`src/rtl/dump_pkg.sv`:
```
// Shared state encoding and defaults for the capture-buffer dump controller.
// Optional DUMP_HEADER_EN adds the HDR state that sends a 0xA5 preamble byte.
package dump_pkg;

    localparam int unsigned DEF_ENTRIES = 384;
    localparam int unsigned DEF_LOG2    = 9;
    localparam logic [7:0]  HDR_BYTE    = 8'hA5;

    typedef enum logic [2:0] {
        IDLE    = 3'd0,
        RD      = 3'd1,
        LATCH   = 3'd2,
        XMIT    = 3'd3,
        WAIT_TX = 3'd4
`ifdef DUMP_HEADER_EN
        ,
        HDR     = 3'd5
`endif
    } dump_state_t;

endpackage

```
`src/rtl/wrap_cntr.sv`:
```
// Loadable address counter that wraps from ENTRIES-1 back to 0, so it never
// addresses past the end of a non-power-of-two sample RAM.
module wrap_cntr
    import dump_pkg::*;
#(
    parameter int unsigned ENTRIES = DEF_ENTRIES,
    parameter int unsigned LOG2    = DEF_LOG2
) (
    input  logic            clk,
    input  logic            rst_n,
    input  logic            load,
    input  logic            inc,
    input  logic [LOG2-1:0] din,
    output logic [LOG2-1:0] q
);

    localparam logic [LOG2-1:0] LAST = LOG2'(ENTRIES - 1);

    always_ff @(posedge clk or negedge rst_n) begin
        if (!rst_n) begin
            q <= '0;
        end else if (load) begin
            q <= din;
        end else if (inc) begin
            q <= (q == LAST) ? '0 : q + LOG2'(1);
        end
    end

endmodule

```
`src/rtl/dump_ctrl.sv`:
```
// Reads the circular capture buffer out oldest-first and feeds it to the UART
// one byte at a time. Define DUMP_HEADER_EN to prefix each dump with 0xA5.
module dump_ctrl
    import dump_pkg::*;
#(
    parameter int unsigned ENTRIES = DEF_ENTRIES,
    parameter int unsigned LOG2    = DEF_LOG2
) (
    input  logic            clk,
    input  logic            rst_n,
    input  logic            dump,
    input  logic            capture_done,
    input  logic [LOG2-1:0] waddr,
    output logic            ren,
    output logic [LOG2-1:0] raddr,
    input  logic [7:0]      rdata,
    output logic [7:0]      tx_data,
    output logic            trmt,
    input  logic            tx_done,
    output logic            busy,
    output logic            dump_done
);

    localparam logic [LOG2-1:0] LAST = LOG2'(ENTRIES - 1);

    dump_state_t     state;
    logic [LOG2-1:0] cnt;
    logic            start_c;
    logic            adv_c;

    // Start address is captured only on acceptance; later waddr moves are ignored.
    assign start_c = (state == IDLE) && dump && capture_done;
    assign adv_c   = (state == WAIT_TX) && tx_done && (cnt != LAST);

    wrap_cntr #(
        .ENTRIES (ENTRIES),
        .LOG2    (LOG2)
    ) u_raddr (
        .clk   (clk),
        .rst_n (rst_n),
        .load  (start_c),
        .inc   (adv_c),
        .din   (waddr),
        .q     (raddr)
    );

    always_ff @(posedge clk or negedge rst_n) begin
        if (!rst_n) begin
            state     <= IDLE;
            cnt       <= '0;
            tx_data   <= '0;
            ren       <= 1'b0;
            trmt      <= 1'b0;
            busy      <= 1'b0;
            dump_done <= 1'b0;
        end else begin
            ren       <= 1'b0;
            trmt      <= 1'b0;
            dump_done <= 1'b0;
            unique case (state)
                IDLE: begin
                    if (start_c) begin
                        cnt  <= '0;
                        busy <= 1'b1;
`ifdef DUMP_HEADER_EN
                        tx_data <= HDR_BYTE;
                        trmt    <= 1'b1;
                        state   <= HDR;
`else
                        ren   <= 1'b1;
                        state <= RD;
`endif
                    end
                end
`ifdef DUMP_HEADER_EN
                // tx_done during the strobe cycle is not a completion.
                HDR: begin
                    if (tx_done && !trmt) begin
                        ren   <= 1'b1;
                        state <= RD;
                    end
                end
`endif
                RD: begin
                    state <= LATCH;
                end
                LATCH: begin
                    tx_data <= rdata;
                    trmt    <= 1'b1;
                    state   <= XMIT;
                end
                XMIT: begin
                    state <= WAIT_TX;
                end
                WAIT_TX: begin
                    if (tx_done) begin
                        if (cnt == LAST) begin
                            dump_done <= 1'b1;
                            busy      <= 1'b0;
                            state     <= IDLE;
                        end else begin
                            cnt   <= cnt + LOG2'(1);
                            ren   <= 1'b1;
                            state <= RD;
                        end
                    end
                end
                default: begin
                    busy  <= 1'b0;
                    state <= IDLE;
                end
            endcase
        end
    end

endmodule

```
`config.mk`:
```
export PLATFORM = sky130hd
export DESIGN_NAME = dump_ctrl
export DESIGN_NICKNAME = d
export VERILOG_FILES = /design/src/rtl/dump_pkg.sv /design/src/rtl/wrap_cntr.sv /design/src/rtl/dump_ctrl.sv
export SDC_FILE = /design/constraint.sdc
export NUM_CORES = 1
export LEC_CHECK = 0
export CAP_MARGIN = 20
export CELL_PAD_IN_SITES_DETAIL_PLACEMENT = 2
export CELL_PAD_IN_SITES_GLOBAL_PLACEMENT = 2
export CORE_ASPECT_RATIO = 1.4
export CORE_UTILIZATION = 27
export DETAILED_ROUTE_END_ITERATION = 10
export HOLD_SLACK_MARGIN = 0.15
export PLACE_DENSITY_LB_ADDON = 0.1
export SLEW_MARGIN = 20
export SYNTH_ARGS = -nofsm -noshare
export SYNTH_HDL_FRONTEND = slang
export SYNTH_HIERARCHICAL = 1
export SYNTH_SLANG_ARGS = --single-unit
```
`constraint.sdc`:
```
create_clock -name clk -period 1.95 [get_ports clk]
set_input_delay 0.4875 -clock clk [delete_from_list [all_inputs] [get_ports clk]]
set_output_delay 0.4875 -clock clk [all_outputs]
set_load 0.01 [all_outputs]
```
* Yosys cells after proc, flatten, opt, wreduce, memory -nomap -nowiden *
Cells that the tools add are included.

operators by class
  multiplexer cells = 23
  $add $sub $neg = 2
  equal/unequal tests = 11
  reduce and logical (&&, ||, !) cells = 11
  bitwise gates (word level) = 1

operators by type and width
  kind                   count
  $mux W9                6
  $add A9 B1 Y9 const B  2
  $eq A9 B9 Y1 const B   2
  $pmux W9 S2            1
  $pmux W3 S5            1
  $mux W1                11
  $ne A9 B9 Y1 const B   1
  $reduce_and A4 Y1      2
  $eq A3 B2 Y1 const B   2
  $mux W3                2
  $ne A2 B2 Y1 const B   3
  $logic_and A1 B1 Y1    4
  $reduce_bool A2 Y1     2
  $eq A3 B1 Y1 const B   1
  $eq A3 B3 Y1 const B   1
  $logic_not A3 Y1       1
  $pmux W1 S3            1
  $reduce_or A3 Y1       1
  $ne A2 B1 Y1 const B   1
  $pmux W1 S2            1
  $reduce_and A2 Y1      1
  $not A1 Y1             1

storage, ports and cells
  bits of input ports = 22
  output and inout bits = 21
  bits in registers = 33

* Depth between registers and ports, before layout *
Gate-level depths: netlist (run 1).

  depth after elaboration = 5
  gate-level depth with buffers = 8
  mapped depth without buffers = 7

* Modules after synthesis *
Netlist (run 1), hierarchy kept.

modules (own cells, without submodules)
  module     times used  area an instance (um^2)  cells each
  dump_ctrl  1           1,122.3                  96
  wrap_cntr  1           568.0                    62

* Worst setup path after synthesis (run 1) *
No wires, ideal clock.

  path type = register -> register
  start point = register state[1]
  end point = register u_raddr.q[8]
  cell stages (with the launch flop) = 9
  setup time = 0.082 ns
  required time = 1.868 ns
  buffers on the path = 2
  arrival = 1.989 ns
  slack = -0.121 ns
  clock period less this slack = 2.071 ns
  path through = dfrtp_1 -> buf_6 -> nand4bb_4 -> o21bai_4 -> inv_1 -> buf_6 -> nand4_4 -> or4b_1 -> a31oi_1

on the way
  cells in the longest elaborated chain, start to end = 4
  elaborated cells between the ends (all ways) = 8
  classes of those cells = 1 x eq/ne; 1 x mux; 6 x reduce/logical

ends and longest elaborated chain
  what                               line             source
  start, declared                    dump_ctrl.sv:26  dump_state_t state;
  start signal, assigned             dump_ctrl.sv:49  state <= IDLE;
  start signal, assigned             dump_ctrl.sv:71  state <= RD;
  start signal, assigned             dump_ctrl.sv:85  state <= LATCH;
  $eq A3 B3 Y1                       dump_ctrl.sv:33  assign adv_c = (state == WAIT_TX) && tx_done && (cnt != LAST);
  $logic_and A1 B1 Y1 (2 in series)  dump_ctrl.sv:33
  net adv_c                          dump_ctrl.sv:29  logic adv_c;
  $reduce_bool A2 Y1 (no line)       -
  end signal, assigned               wrap_cntr.sv:23  q <= din;
  end signal, assigned               wrap_cntr.sv:25  q <= (q == LAST) ? '0 : q + LOG2'(1);
  end, declared                      wrap_cntr.sv:14  output logic [LOG2-1:0] q

The timed path passes the listed nets, and every way through them passes these cells.
A chain may end at the register's enable or synchronous reset.

* Final worst setup path (run 1) *
  start point = register u_raddr.q[4]
  end point = output port raddr[4]

RTL lines
  what           line             source
  end, declared  dump_ctrl.sv:15  output logic [LOG2-1:0] raddr,

No word-level cell between the ends.

==> flow_summary.toml, run 1 <==
[status]
status = "finished clean"

[clock_network]
clock-sinks = 33
root_buffer = "clkbuf_8"
clk_pin_slew_ps = 70
htree_levels = 2
cts_tree = "done"
clk_path_buf_depth = 2
insertion_delay_ps = 280
cts_buffers = 5

[synth]
synth-seq-area-share = 0.489
synthCells = 158
synthTopCellsByCount = "dfrtp_1 (33), nand2_1 (18), nor2_1 (11)"
ys_ff_latch = 33
synth_top_area_frac = 0.489
avgSynthCellArea_um2 = 10.7
synthFlopType = "dfrtp_1"
synth.area.top_cells = "dfrtp_1 (49%), mux2_2 (6.0%), nand2_1 (4.0%), o21ai_0 (3.0%), a31oi_1 (2.6%)"
synth_enable_flop_cells = 0
synth_warnings = 6
netlist_area_um2 = 1690
synth_async_sr_flop_share = 1.00
syn_nets = 182
synth_top_cell_by_area = "dfrtp_1"
synth_cell_types = 48
synthMostInstantiatedCell = "dfrtp_1"

[sta]
worstMarginPinSlew_ps = 434
finalCritPeriodShare = 0.951
final_max_slew_viol_count = 0
hold_violations = 0
max_freq_mhz = 539
skew_ps = 8.16
rsz0062_at_grt = "no"
report.final.setup_viol = 0
period_needed_ps = 1850
maxSlewHeadroom = 0.710
whs_ps = 513

[die]
rows = 33
core_um2 = 5950
num_io_pins = 43
dieArea_um2 = 6590
start_util = 0.284
fp.dieW_um = 68.9
die_h_um = 95.6

[global_routing]
grt_usage = 0.169
grt_max_degree = 34
grt_pass1_vias = 1664
antenna_found_initial = 0
grt_pass1_wl_um = 8110
grt_overflow = 0

[placed_design]
place.gp.congestion = 0.749
port_buffers = 42
dp_hpwl_um = 3670
placed_area_um2 = 2310

[route]
vias = 1514
wl_um = 4980
ant_nets = 0
wl_per_cell_um = 16.9
drc = 0
routed_via_density = 5.15
drtPass1Iterations = 4
drt_iter0_drc = 42

[power_and_ir_drop]
powerDensity_nw_per_um2 = 1380
peakVddDrop_uv = 517
leakagePower_nw = 1.03
power_mw = 3.42

[layout]
final_area_um2 = 2490
fin_nets = 247
diodes = 0
syn2layout_area_growth_pct = 47.1
n_fill_cell = 657
drive_gt1_frac = 0.241

[setup_path]
end_kind = "output pin"
crit_type = "flip-flop to output pin"
crit_family = "buffers and inverters"
crit_path_start_kind = "flip-flop"
crit_path_top_delay_cell = "clkdlybuf4s50_1"
path_max_fanout = 7
cp_cell_sequence = "clkdlybuf4s50_1"
critPathBufInv = 1
slowest_delay_ps = 590
cp.arrival_ps = 1370
cp.required_ps = 1460

[run]
cap_violations = 0

[hold_path]
hp-class = "flip-flop to flip-flop"
==> final cells by class <==
class,instances,area (um^2),share of cell area
multi-input combinational,112,801,0.322
clock buffer,5,68.8,0.0277
clock inverter,3,65.1,0.0262
sequential,33,826,0.332
timing repair buffer,65,604,0.243
tap,70,87.6,0.0352
inverter,6,33.8,0.0136
==> state kept, by name (all words and copies together), names as in the netlist <==
name	flops
state	3
ren	1
busy	1
cnt	9
trmt	1
u_raddr/q	9
dump_done	1
tx_data	8
==> layer usage <==
| metal | wire length, um | track usage | part of all wire |
|---|---|---|---|
| met1 | 1860 | 0.186 | 0.37 |
| met2 | 2860 | 0.301 | 0.57 |
| met3 | 177 | 0.0383 | 0.036 |
| met4 | 83 | 0.0697 | 0.017 |
| met5 | 0 | 0 | 0 |
==> cells by family after synthesis <==
group | Yosys count | synth area share
muxes | 11 | 0.0718
AOI/OAI and AO/OA | 34 | 0.137
adders and majority gates | 2 | 0.0148
and+or+nand+nor | 62 | 0.229
xor gates and xnor gates | 3 | 0.0155
buffers and inverters | 13 | 0.0429
DFF | 33 | 0.489
==> stage by stage <==
step,setup WS [ps],util,std cells,setup TNS (ps)
4_1_cts,78.0,0.412,291,0
5_1_grt,16.1,0.418,294,0
3_5_place_dp,-362,0.389,283,-2880
3_3_place_gp,-331,0.389,283,-2510
2_1_floorplan,-17.5,-,158,-17.5
6_report,96.0,0.418,294,0
==> power by group <==
| group | internal [mW] | switching, mW |
|---|---|---|
| registers | 0.940 | 0.267 |
| logic | 0.842 | 0.603 |
| clock network | 0.508 | 0.263 |
| total | 2.29 | 1.13 |
==> cells in the final DEF (no fill, tap or decap), drive strengths merged, types with 2 or more instances in the layout <==
cell           synthesis  final
or4                    3      3
xnor2                  2      2
nor4                   3      3
a31oi                  7      7
inv                    5      5
nand2                 18     18
o21ai                 10     10
nor3b                  3      3
nand2b                 2      2
clkdlybuf4s50          0     41
o211ai                 2      2
nand3                  6      6
clkbuf                 2      5
mux2i                  2      2
mux2                   9      9
ha                     2      2
a21oi                  5      5
dfrtp                 33     33
nand4b                 2      2
nor2                  11     11
buf                    5     23
bufinv                 0      2
nand4                  4      4
==> worst paths after layout <==
path	from	depth (start not counted)	slack (ps)	endpoint
min	tx_data[7]	1	510	tx_data[7]
min reg2reg	tx_data[7]	1	510	tx_data[7]
max reg2reg	state[0]	6	140	u_raddr/q[8]
max in group asynchronous	rst_n	2	1030	dump_done
max	u_raddr/q[4]	1	100	raddr[4]
min in group asynchronous	rst_n	2	610	u_raddr/q[3]
==> what timing repair did <==
action | in CTS | in global routing
setup endpoints to repair | 3 | 3
resized for setup | 2 | 6
hold buffers | 0 | 0
pin swaps | 0 | 1
buffers inserted | 0 | 3
Note: power is estimated with default switching activity, not from simulation.
==> run 2: changes to the inputs <==
--- a/config.mk
+++ b/config.mk
@@ -6,13 +6,11 @@
 export NUM_CORES = 1
 export LEC_CHECK = 0
 export CAP_MARGIN = 20
-export CELL_PAD_IN_SITES_DETAIL_PLACEMENT = 2
-export CELL_PAD_IN_SITES_GLOBAL_PLACEMENT = 2
 export CORE_ASPECT_RATIO = 1.4
-export CORE_UTILIZATION = 27
+export CORE_UTILIZATION = 44
 export DETAILED_ROUTE_END_ITERATION = 10
 export HOLD_SLACK_MARGIN = 0.15
-export PLACE_DENSITY_LB_ADDON = 0.1
+export PLACE_DENSITY = 0.76
 export SLEW_MARGIN = 20
 export SYNTH_ARGS = -nofsm -noshare
 export SYNTH_HDL_FRONTEND = slang
==> flow_summary.toml, run 2 (synthesis gave the netlist of run 1 again) <==
[status]
status = "finished clean"

[setup_path]
critPathBufInv = 2
cp_cell_sequence = "ha_4 > nand4_4 > o21bai_4 > inv_2 > buf_4 > and4_2 > a311oi_1 > nor4_1"
crit_path_start_kind = "flip-flop"
r2r_cells = 8
path_max_fanout = 5
cp-startpoint = "cnt[0]"
crit_path_top_delay_cell = "dfrtp_2"
r2r_start = "cnt[0]"
cp.required_ps = 2110
crit_type = "flip-flop to flip-flop"
crit_family = "simple AND/OR/NAND/NOR gates"
cp.depth = 8
timing.rr.end = "u_raddr/q[5]"
slowest_delay_ps = 420
crit_end = "u_raddr/q[5]"
r2r_slack_ps = 80
end_kind = "flip-flop"
cp.arrival_ps = 2030

[power_and_ir_drop]
leakagePower_nw = 0.988
powerDensity_nw_per_um2 = 1370
peakVddDrop_uv = 960

[clock_network]
clk_path_buf_depth = 2
htree_levels = 2
postCtsHoldBufs = 0
root_buffer = "clkbuf_8"
clock-sinks = 33
cts_buffers = 5
insertion_delay_ps = 290
clk_pin_slew_ps = 70
cts_tree = "done"

[route]
drc = 0
ant_nets = 0
wl_per_cell_um = 16.2
drtPass1Iterations = 4
drt_iter0_drc = 41
wl_um = 4240
vias = 1521
routed_via_density = 5.83

[die]
core_um2 = 3680
die_h_um = 75.3
fp.dieW_um = 54.4
num_io_pins = 43
rows = 26
dieArea_um2 = 4100
start_util = 0.460

[hold_path]
hp-class = "flip-flop to flip-flop"
holdPathStages = 1

[layout]
diodes = 0
layout_commonest_cell = "clkdlybuf4s50_1"
reg_top3 = "cnt x9, u_raddr/q x9, tx_data x8"
n_fill_cell = 291
fin_nets = 242
drive_gt1_frac = 0.224
final_cell_mix = "clkdlybuf4s50_1 (41), dfrtp_1 (30), nand2_1 (18), buf_4 (18), nor2_1 (11)"
syn2layout_area_growth_pct = 40.9

[run]
cap_violations = 0

[global_routing]
grt_pass1_vias = 1507
antenna_found_initial = 0
grt_pass1_wl_um = 6470
grt_max_degree = 34
grt_overflow = 0
grt_usage = 0.221

[sta]
setup_tns_ps = 0
worstMarginPinSlew_ps = 426
finalCritPeriodShare = 0.957
fin_ws_ps = 84.5
max_freq_mhz = 536
period_needed_ps = 1870
skew_ps = 7.60
rsz0062_at_grt = "yes"
final_max_slew_viol_count = 0
report.final.setup_viol = 0
hold_violations = 0
maxSlewHeadroom = 0.716

[placed_design]
place.gp.congestion = 0.856
post-place-ws_ps = -313
dp_hpwl_um = 2990
port_buffers = 42
## run 2: through the flow
| stage | instance area (um^2) | total power [mW] | std cells | hold WS [ps] | utilization |
|---|---|---|---|---|---|
| 6_report | 2380 | 3.26 | 261 | 506 | 0.648 |
| 5_1_grt | 2380 | 3.48 | 261 | 534 | 0.648 |
| 4_1_cts | 2360 | 3.24 | 260 | 510 | 0.641 |
| 3_5_place_dp | 2240 | 2.56 | 252 | 495 | 0.610 |
| 3_3_place_gp | 2240 | 2.49 | 252 | 490 | 0.610 |
| 2_1_floorplan | 1700 | 1.91 | 158 | 192 | - |
## run 2: how the worst min path moves through the flow
stage                           from         end  slack, ps
after global routing      tx_data[5]  tx_data[5]        530
after floorplan                rst_n        busy        190
final                     tx_data[7]  tx_data[7]        510
after detailed placement  tx_data[7]  tx_data[7]        500
after global placement    tx_data[7]  tx_data[7]        490
after CTS                 tx_data[7]  tx_data[7]        510
## run 2: worst reg2reg max path, cell delays in order, from the launching register on
cell and delay, ps:
dfrtp_2 420, ha_4 170, nand4_4 160, o21bai_4 190, inv_2 80, buf_4 140, and4_2 230, a311oi_1 260
nor4_1 90
## run 2: cell type report
class | instances | area, um^2 | area share
clock buffers | 7 | 86.3 | 0.0363
clock inverters | 1 | 30.0 | 0.0126
inverters | 6 | 23.8 | 0.00998
multi-input cells | 112 | 805 | 0.338
flip-flops and latches | 33 | 830 | 0.348
well taps | 42 | 52.6 | 0.0221
repair buffers | 60 | 554 | 0.233
## run 2: report_power, final
group / leakage (nW) / total (mW) / switching (mW) / internal [mW]
registers: 0.410 / 1.24 / 0.294 / 0.944
clock network: 0.0585 / 0.665 / 0.248 / 0.416
logic: 0.520 / 1.35 / 0.556 / 0.798
total: 0.988 / 3.26 / 1.10 / 2.16
## run 2: timing repair
item                                    in CTS  in global routing
resized for setup                            1                  5
endpoints found under the hold margin        0                  0
endpoints found under the setup margin       2                  2
setup buffers                                0                  1
## run 2: layer usage
| metal | wire (um) | vias to the layer above | global-route usage |
|---|---|---|---|
| li1 | - | 709 | - |
| met1 | 1620 | 734 | 0.233 |
| met2 | 2250 | 62 | 0.378 |
| met3 | 233 | 16 | 0.0659 |
| met4 | 140 | 0 | 0.134 |
| met5 | 0 | - | 0 |
==> run 3: changes to the inputs <==
--- a/config.mk
+++ b/config.mk
@@ -11,7 +11,6 @@
 export DETAILED_ROUTE_END_ITERATION = 10
 export HOLD_SLACK_MARGIN = 0.15
 export PLACE_DENSITY = 0.76
-export SLEW_MARGIN = 20
 export SYNTH_ARGS = -nofsm -noshare
 export SYNTH_HDL_FRONTEND = slang
 export SYNTH_HIERARCHICAL = 1
==> constraint.sdc (replaced) <==
create_clock -name clk -period 1.6 [get_ports clk]
set_input_delay 0.4 -clock clk [delete_from_list [all_inputs] [get_ports clk]]
set_output_delay 0.4 -clock clk [all_outputs]
set_load 0.01 [all_outputs]
==> flow_summary.toml, run 3 (synthesis gave the netlist of run 1 again) <==
[placed_design]
dp_cells = 270
post-place-ws_ps = -574
dp_hpwl_um = 3080
port_buffers = 42
place.gp.congestion = 0.808

[setup_path]
cp_cell_sequence = "buf_6 > or4_4 > clkinv_8 > clkinvlp_4 > buf_4 > nor2_1 > a31oi_1"
path_max_fanout = 7
cp.required_ps = 1760
critPathBufInv = 4
cp.arrival_ps = 1980
crit_path_start_kind = "flip-flop"
end_kind = "flip-flop"
crit_type = "flip-flop to flip-flop"
slowest_delay_ps = 580
crit_path_top_delay_cell = "or4_4"
crit_family = "simple AND/OR/NAND/NOR gates"

[sta]
worstMarginPinSlew_ps = 270
setup_tns_ps = -1020
period_needed_ps = 1820
fin_ws_ps = -215
skew_ps = 9.27
maxSlewHeadroom = 0.817
max_freq_mhz = 551
finalCritPeriodShare = 1.13
final_max_slew_viol_count = 0
rsz0062_at_grt = "yes"
hold_violations = 0
report.final.setup_viol = 11

[global_routing]
grt_pass1_vias = 1720
grt_pass1_wl_um = 7180
grt_usage = 0.243
grt_overflow = 0
antenna_found_initial = 0
grt_max_degree = 34

[clock_network]
htree_levels = 2
cts_tree = "done"
clk_pin_slew_ps = 70
postCtsHoldBufs = 0
clk_path_buf_depth = 2
cts_buffers = 5
insertion_delay_ps = 290
clock-sinks = 33
root_buffer = "clkbuf_8"

[layout]
instances_no_fill = 299
reg_top3 = "cnt x9, u_raddr/q x9, tx_data x8"
seq_area_um2 = 827
multiInputGateArea_um2 = 910
diodes = 0
layout_commonest_cell = "buf_4"
final_cell_mix = "buf_4 (45), dfrtp_1 (32), clkdlybuf4s50_1 (24)"
syn2layout_area_growth_pct = 67.9
drive_gt1_frac = 0.385
fin_nets = 280
utilization = 0.772
n_fill_cell = 216

[route]
drt_iter0_drc = 31
drtPass1Iterations = 4
wl_um = 4950
routed_via_density = 5.61
drc = 0
vias = 1678
wl_per_cell_um = 16.6
ant_nets = 0

[power_and_ir_drop]
powerDensity_nw_per_um2 = 1550
leakagePower_nw = 1.36
power_mw = 4.41
peakVddDrop_uv = 1190

[status]
violations = "negative setup slack"
status = "finished with violations"

[die]
start_util = 0.460
dieArea_um2 = 4100
core_um2 = 3680
rows = 26
fp.dieW_um = 54.4
die_h_um = 75.3
num_io_pins = 43

[run]
cap_violations = 0

[hold_path]
hp-class = "input pin to async pin"
run 3: changes by cell type in the layout (fill, tap and decap cells not counted), moves of 6 or more:
cell	change
mux2_4	+6
clkdlybuf4s50_1	-17
buf_4	+27
dlymetal6s2s_1	+13
buf_6	+9
mux2_2	-6
run 3: worst paths after layout:
path                       startpoint  cells after the start            to  slack (ps)
setup / recovery             state[0]                      7  u_raddr/q[7]        -220
max in group asynchronous       rst_n                      2  u_raddr/q[4]         930
hold / removal                  rst_n                      2  u_raddr/q[3]         480
min in group clk           tx_data[4]                      1    tx_data[4]         520
setup reg to reg             state[0]                      7  u_raddr/q[7]        -220
hold reg to reg            tx_data[4]                      1    tx_data[4]         520
run 3: timing repair:
item	4_1_cts	5_1_grt
resized for setup	24	37
cloned	0	1
pin swaps	12	15
buffers inserted	13	10
endpoints found under the setup margin	29	40
run 3: metal layers:
layer | GRT usage | up-vias | wire (um)
li1 | - | 782 | -
met1 | 0.254 | 826 | 1870
met2 | 0.446 | 57 | 2730
met3 | 0.0459 | 13 | 205
met4 | 0.125 | 0 | 142
met5 | 0 | - | 0
run 3: area by class of cell:
class / instances / share of cell area
clock buffer: 6 / 0.0256
clock inverter: 2 / 0.00353
sequential: 33 / 0.291
inverter: 6 / 0.0145
multi-input combinational: 112 / 0.320
timing repair buffer: 98 / 0.326
tap: 42 / 0.0185
run 3: power by group:
group          internal [mW]  switching [mW]  leakage (nW)
Combinational           1.40            1.05         0.906
Clock                  0.301           0.317        0.0450
Sequential              1.15           0.190         0.412
run 3: metrics by stage:
stage,hold WS (ps),cell area [um^2]
4_1_cts,491,2660
3_3_place_gp,487,2410
5_1_grt,500,2840
6_report,483,2840
2_1_floorplan,104,1710
3_5_place_dp,502,2410
run 3: worst reg2reg max path: cells and delay by family (launching register included):
kind / cells / cell delay (ps)
AO/OA/AOI/OAI: 1 / 70
buffers and inverters: 4 / 540
flip-flops: 1 / 390
AND/OR/NAND/NOR: 2 / 700
